[src/rtl/fifo_pkt_writer.sv]
// Packet admission stage in front of an async FIFO write port.
// Ports: s_* upstream stream in, fifo_* write port out, pkt/ovs counters, ovf_err.
module fifo_pkt_writer #(
  parameter int DW      = 8,
  parameter int AW      = 7,
  parameter int PKT_MAX = 16
) (
  input  logic          rst_n,
  input  logic          wr_clk,
  input  logic          s_valid,
  output logic          s_ready,
  input  logic [DW-1:0] s_data,
  input  logic          s_last,
  output logic          fifo_wr_en,
  output logic [DW:0]   fifo_wr_data,
  input  logic          fifo_full,
  input  logic [AW:0]   fifo_wr_data_cnt,
  output logic [15:0]   pkt_cnt,
  output logic [15:0]   ovs_cnt,
  output logic          ovf_err
);

  localparam int WW = $clog2(PKT_MAX);
  localparam logic [AW+1:0] DEPTH = (AW+2)'(2**AW);
  localparam logic [AW+1:0] NEED  = (AW+2)'(PKT_MAX+2);
  localparam logic [WW-1:0] WMAX  = WW'(PKT_MAX-1);

  typedef enum logic [1:0] {
    IDLE,
    STREAM,
    DRAIN
  } state_t;

  state_t state, nstate;

  logic [WW-1:0] wcnt;
  logic [AW+1:0] room;
  logic space_ok;
  logic hs;
  logic at_max;
  logic wr;
  logic eop;

  // Margin of 2 covers the write register and the
  // FIFO's lagging occupancy view.
  assign room     = DEPTH - {1'b0, fifo_wr_data_cnt};
  assign space_ok = room >= NEED;

  assign s_ready = (state == STREAM) || (state == DRAIN);
  assign hs      = s_valid && s_ready;
  assign at_max  = wcnt == WMAX;
  assign wr      = (state == STREAM) && hs;
  assign eop     = s_last || at_max;

  always_comb begin
    nstate = state;
    unique case (state)
      IDLE:
        if (s_valid && space_ok)
          nstate = STREAM;
      STREAM:
        if (hs && eop)
          nstate = s_last ? IDLE : DRAIN;
      DRAIN:
        if (hs && s_last)
          nstate = IDLE;
      default:
        nstate = IDLE;
    endcase
  end

  always_ff @(posedge wr_clk or negedge rst_n) begin
    if (!rst_n) begin
      state        <= IDLE;
      fifo_wr_en   <= 1'b0;
      fifo_wr_data <= '0;
      wcnt         <= '0;
      pkt_cnt      <= '0;
      ovs_cnt      <= '0;
      ovf_err      <= 1'b0;
    end else begin
      state      <= nstate;
      fifo_wr_en <= wr;
      ovf_err    <= ovf_err | (fifo_wr_en & fifo_full);
      if (wr) begin
        fifo_wr_data <= {eop, s_data};
        wcnt <= eop ? '0 : wcnt + WW'(1);
        if (eop)
          pkt_cnt <= pkt_cnt + 16'd1;
        // Truncation: word PKT_MAX without s_last.
        if (at_max && !s_last)
          ovs_cnt <= ovs_cnt + 16'd1;
      end
    end
  end

endmodule
[config.mk]
export PLATFORM = sky130hd
export DESIGN_NAME = fifo_pkt_writer
export DESIGN_NICKNAME = d
export VERILOG_FILES = /design/src/rtl/fifo_pkt_writer.sv
export SDC_FILE = /design/constraint.sdc
export NUM_CORES = 1
export LEC_CHECK = 0
export ABC_AREA = 1
export BUFFER_PORTS_ARGS = -buffer_cell sky130_fd_sc_hd__clkbuf_2
export CAP_MARGIN = 20
export CORE_MARGIN = 2
export CORE_UTILIZATION = 52
export CTS_CLUSTER_DIAMETER = 40
export DETAILED_ROUTE_END_ITERATION = 10
export PLACE_DENSITY = 0.9
export REMOVE_ABC_BUFFERS = 1
export SKIP_LAST_GASP = 1
export SYNTH_ARGS = -nofsm -noshare
export SYNTH_HDL_FRONTEND = slang
export SYNTH_SLANG_ARGS = --single-unit
[constraint.sdc]
create_clock -name wr_clk -period 1.7 [get_ports wr_clk]
set_input_delay 0.34 -clock wr_clk [delete_from_list [all_inputs] [get_ports wr_clk]]
set_output_delay 0.34 -clock wr_clk [all_outputs]
set_load 0.005 [all_outputs]
* Word level (Yosys, flattened, before mapping) *
Cells that the tools add are included.

storage, ports and cells
  flip-flop bits (word level) = 49
  word-level logic and storage cells = 39
  output and inout port bits = 44
  bits of input ports = 21

operators by class
  muxes and demuxes = 6
  reductions and logical operators = 13
  eq/ne operators = 6
  $lt $le $gt $ge = 1
  add/subtract/negate cells = 4
  bitwise gates (word level) = 2

operators with widths
  operator                                               count
  adder 16 x 1 -> 16 bit, second input constant          2
  >= comparator 9 x 5 -> 1 bit, second input constant    1
  subtractor 8 x 8 -> 9 bit, first input constant        1
  2-to-1 mux 2 bit                                       4
  logical AND 1 bit                                      6
  case mux 2 bit (3 select lines)                        1
  adder 4 x 1 -> 4 bit, second input constant            1
  == test 4 bit, second input constant                   1
  2-to-1 mux 4 bit                                       1
  inequality test 2 x 1 -> 1 bit, second input constant  2
  AND reduction 2 bit                                    2
  AND reduction 3 bit                                    1
  == test 2 x 1 -> 1 bit, second input constant          1
  == test 2 bit, second input constant                   1
  logical NOT 2 bit                                      1
  logical OR 1 bit                                       2
  inequality test 2 bit, second input constant           1
  bitwise AND 1 bit                                      1
  logical NOT 1 bit                                      1
  bitwise OR 1 bit                                       1

* Depth between registers and ports, before layout *
  depth in word-level cells = 6
  gate-level depth with buffers = 15
  gate-level depth less buffers = 15

* Least setup slack after synthesis *
No wires, ideal clock.

  kind = flip-flop to flip-flop
  start = register state[1]
  end = register ovs_cnt[13]
  arrival time = 1453 ps
  required time = 1621 ps
  buffers on the path = 0
  stages on the path, launching flop included = 10
  slack = 168 ps
  clock period less this slack = 1532 ps
  library setup time = 79 ps
  cells stage by stage = dfrtp_1 > inv_1 > ha_1 > nand3_4 > nor2_8 > nand2_4 > nor2_4 > nand3_4 > nor3_2 > xor2_1

between the ends
  longest elaborated chain between the ends = 5
  elaborated cells on any way between the ends = 6
  those cells by class = eq/ne (2); reduce/logical (4)

ends and longest elaborated chain
  element                                                  RTL line  text
  from (decl)                                              34        state_t state, nstate;
  from (signal assigned)                                   82        state <= nstate;
  == test 2 x 1 -> 1 bit or == test 2 bit (tied branches)  49, 52
  logical OR 1 bit                                         49        assign s_ready = (state == STREAM) || (state == DRAIN);
  logical AND 1 bit                                        50        assign hs = s_valid && s_ready;
  logical AND 1 bit (*)                                    52        assign wr = (state == STREAM) && hs;
  AND reduction 2 bit (no line) (*)                        n/a
  to (signal assigned)                                     92        ovs_cnt <= ovs_cnt + 16'd1;
  to (decl)                                                19        output logic [15:0] ovs_cnt,

Mark *: on every way between the ends. The rest lies on a longest branch, timed or not.
A chain may end at the register's enable or synchronous reset.

* Worst setup path after layout *
  start = register state[0]
  end = output s_ready

between the ends
  longest elaborated chain between the ends = 2
  elaborated cells on any way between the ends = 3
  those cells by class = eq/ne (2); reduce/logical (1)

ends and longest elaborated chain
  element                                                  RTL line  text
  == test 2 x 1 -> 1 bit or == test 2 bit (tied branches)  49
  logical OR 1 bit (*)                                     49
  to (decl)                                                11        output logic s_ready,

Marks and branches as above.

==> flow_metrics.env <==
export IMPL_ys_types=29
export IMPL_crit_buf_inv=2
export IMPL_gr_total_overflow=0
export IMPL_finalSetupTns_ns=0
export IMPL_hpwlAfterDp_um=3727
export IMPL_worst_r2r_path_depth=8
export IMPL_switchingPower_uw=1123
export IMPL_cts_tree="done"
export IMPL_hold_slack_ns=0.2218
export IMPL_yosysWarnings=0
export IMPL_dieArea_um2=5279
export IMPL_gp_congestion=0.8271
export IMPL_place_area_um2=2878
export IMPL_wire_per_inst_um=12.80
export IMPL_final_nets=372
export IMPL_hold_viol=0
export IMPL_synth_area_leaders="dfrtp_1 (50%), nand2_1 (12%), xor2_1 (8.6%)"
export IMPL_crit_path_max_incr_delay_ns=0.42
export IMPL_critPathMaxFanout=3
export IMPL_cp_required_ns=1.36
export IMPL_drtIter0Drc=78
export IMPL_cts_sinks=49
export IMPL_nFillCells=349
export IMPL_p_leak_uw=0.001726
export IMPL_drc_errors=0
export IMPL_vias=2036
export IMPL_wl_um=5069
export IMPL_avgViaCountPerCell=5.141
export IMPL_internal_power_uw=2257
export IMPL_crit_family="flip-flops"
export IMPL_r2r_start="pkt_cnt[0]$_DFFE_PN0P_"
export IMPL_arrival_ns=1.29
export IMPL_critPathKind="register to output pin"
export IMPL_worstSkewPairLatency_ns=0.31
export IMPL_p_per_area_nw_per_um2=1101
export IMPL_synth_area_leader_cell="dfrtp_1"
export IMPL_crit_start="state[0]$_DFFE_PN0P_"
export IMPL_cts_buffer_depth=2
export IMPL_grt_pass1_wl_um=8569
export IMPL_rows=24
export IMPL_syn_to_final_growth_pct=25.27
export IMPL_rsz0062_at_grt="true"
export IMPL_status="completed"
export IMPL_syn_area_per_cell_um2=9.284
export IMPL_cap_violations=0
export IMPL_r2r_end="pkt_cnt[12]$_DFFE_PN0P_"
export IMPL_grt_usage=0.2091
export IMPL_pre_cts_ws_ns=0.03012
export IMPL_num_io_pins=65
export IMPL_crit_chain="inv_1 -> ha_1 -> clkbuf_2"
export IMPL_worst_slack_ns=0.06965
export IMPL_fin_area_um2=3070
export IMPL_endpoint="s_ready"
export IMPL_timing_fmax_ghz=0.6134
export IMPL_ir_drop_mv=0.8418
export IMPL_ys_seq_area_frac=0.5003
export IMPL_synth_seq_cells=49
export IMPL_start_util=0.5515
export IMPL_p_clk_frac=0.252
export IMPL_relSlewSlack=0.7814
export IMPL_grt_pass1_vias=1977
export IMPL_grt_max_degree=25
export IMPL_synthesis_area_um2=2451
export IMPL_antenna_left=0
export IMPL_worstMarginPinSlew_ns=0.3279
export IMPL_slowest_stage="dfrtp_1"
export IMPL_drive_above_1_share=0.3169
export IMPL_min_period_ns=1.630
export IMPL_skew_ns=0.01002
export IMPL_clk_pin_slew_ns=0.09
export IMPL_firstDrtPassIters=4
export IMPL_hold_class="input port to register"
export IMPL_final_cells=396
export IMPL_portBuffers=64
export IMPL_crit_cells=3
export IMPL_finalMaxSlewViolations=0
export IMPL_cp_start_kind="register"
export IMPL_regToRegSetupSlack_ns=0.08
export IMPL_dp_cells=383
export IMPL_die_y_um=72.66
export IMPL_power_frac_seq=0.462
export IMPL_grt_antenna_before_repair=0
export IMPL_root_buffer="clkbuf_8"
export IMPL_n_antenna_cell=0
export IMPL_cts_inserted_buffers=5
export IMPL_fin_crit_sh=0.9590
export IMPL_htreeDepth=2
export IMPL_syn_inst=264
export IMPL_fp_coreArea_um2=4444
export IMPL_switching_share=0.3323
export IMPL_power_frac_comb=0.287
export IMPL_synth_top_area_frac=0.5003
export IMPL_cp_end_kind="output pin"
export IMPL_setup_viol=0
export IMPL_die_x_um=72.66
==> worst register-to-register path: stages, from the launching register on <==
cell and delay, ns:
dfrtp_1 0.39, ha_2 0.21, nand3_2 0.10, nor2_2 0.15, nand3_1 0.13, nor2_2 0.18
nand3_2 0.10, nor2_1 0.14, xor2_1 0.15
==> how the worst min path moves through the flow <==
stage,start,to,slack [ns],cells past startpoint
after floorplan,rst_n,fifo_wr_data[0]$_DFFE_PN0P_,0.04,0
after global placement,rst_n,ovs_cnt[8]$_DFFE_PN0P_,0.24,1
after detailed placement,rst_n,ovs_cnt[8]$_DFFE_PN0P_,0.24,1
after CTS,s_data[4],fifo_wr_data[4]$_DFFE_PN0P_,0.22,3
after global routing,s_data[5],fifo_wr_data[5]$_DFFE_PN0P_,0.22,3
final,s_data[4],fifo_wr_data[4]$_DFFE_PN0P_,0.22,3
==> cell families after synthesis <==
group,share of synthesized area
simple gates,0.2690
flops,0.5003
xor+xnor,0.1108
buf+inv,0.04849
compound gates,0.02603
fa+ha+maj,0.04084
mux,0.004594
==> flip-flops by register name (all words and copies together), names as in the netlist <==
name	flops
ovs_cnt	16
pkt_cnt	16
fifo_wr_data	9
wcnt	4
state	2
fifo_wr_en	1
ovf_err	1
==> metrics by stage <==
stage / power (µW) / util
2_1_floorplan: 2061 / -
3_3_place_gp: 2407 / 0.6475
3_5_place_dp: 2455 / 0.6475
4_1_cts: 3317 / 0.6757
5_1_grt: 3601 / 0.6909
6_report: 3380 / 0.6909
==> layer usage <==
layer	wire length [µm]	vias to the layer above	global-route usage	share of wire
li1	-	984	-	-
met1	2218	985	0.2591	0.44
met2	2551	57	0.3556	0.50
met3	231	10	0.05663	0.046
met4	68	0	0.06790	0.013
met5	0	-	0	0
==> Yosys cell counts <==
master and n:
nand3_2 1, nand3_4 3, mux2_2 1, nand2_1 77
clkbuf_1 1, a31oi_1 1, clkinv_2 1, nand3_1 10
nor4_1 1, nor2_8 1, inv_2 3, nor3_1 5
ha_1 8, nand2_4 2, a21oi_1 4, xnor2_1 7
nand4_1 5, and3_1 1, o21a_1 1, inv_1 25
a21o_1 2, dfrtp_1 49, o21ai_0 3, nor2_1 19
nor2_4 2, nor3_2 4, nand2_2 2, buf_2 1
xor2_1 24
==> cell usage in the layout (no fill, tap or decap), types with 2 or more instances in the layout <==
cell type / n
nand2_1: 77
clkbuf_2: 64
dfrtp_1: 49
inv_1: 24
xor2_1: 24
nor2_1: 17
nand3_1: 8
buf_4: 8
xnor2_1: 7
nor3_1: 5
nand4_1: 5
ha_1: 5
clkbuf_8: 5
inv_2: 4
a21oi_1: 4
nor3_2: 4
nand3_4: 3
o21ai_0: 3
nand2_4: 3
nand3_2: 3
a21o_1: 2
nor2_2: 2
nor2_4: 2
ha_2: 2
==> timing repair <==
action                                  4_1_cts  5_1_grt
hold buffers                                  1        0
endpoints found under the hold margin        10        0
gates resized for setup                       0       10
setup buffers                                 0        4
endpoints found under the setup margin        0       10
==> final cells by class <==
type                       instances  area, µm²  share of cell area
tap                               52      65.06             0.02119
multi-input combinational        184       1144              0.3725
timing repair buffer              74      410.4              0.1337
clock inverter                     3      46.29             0.01508
sequential                        49       1226              0.3993
inverter                          29      110.1             0.03586
clock buffer                       5      68.82             0.02241
==> power groups by stage <==
stage | Sequential [µW] | Combinational [µW] | Clock (µW)
2_1_floorplan | 1550 | 507 | 0
3_3_place_gp | 1560 | 848 | 0
3_5_place_dp | 1560 | 896 | 0
4_1_cts | 1550 | 902 | 865
5_1_grt | 1590 | 1100 | 914
6_report | 1560 | 968 | 851
No activity file was read; power rests on OpenSTA's default activity.
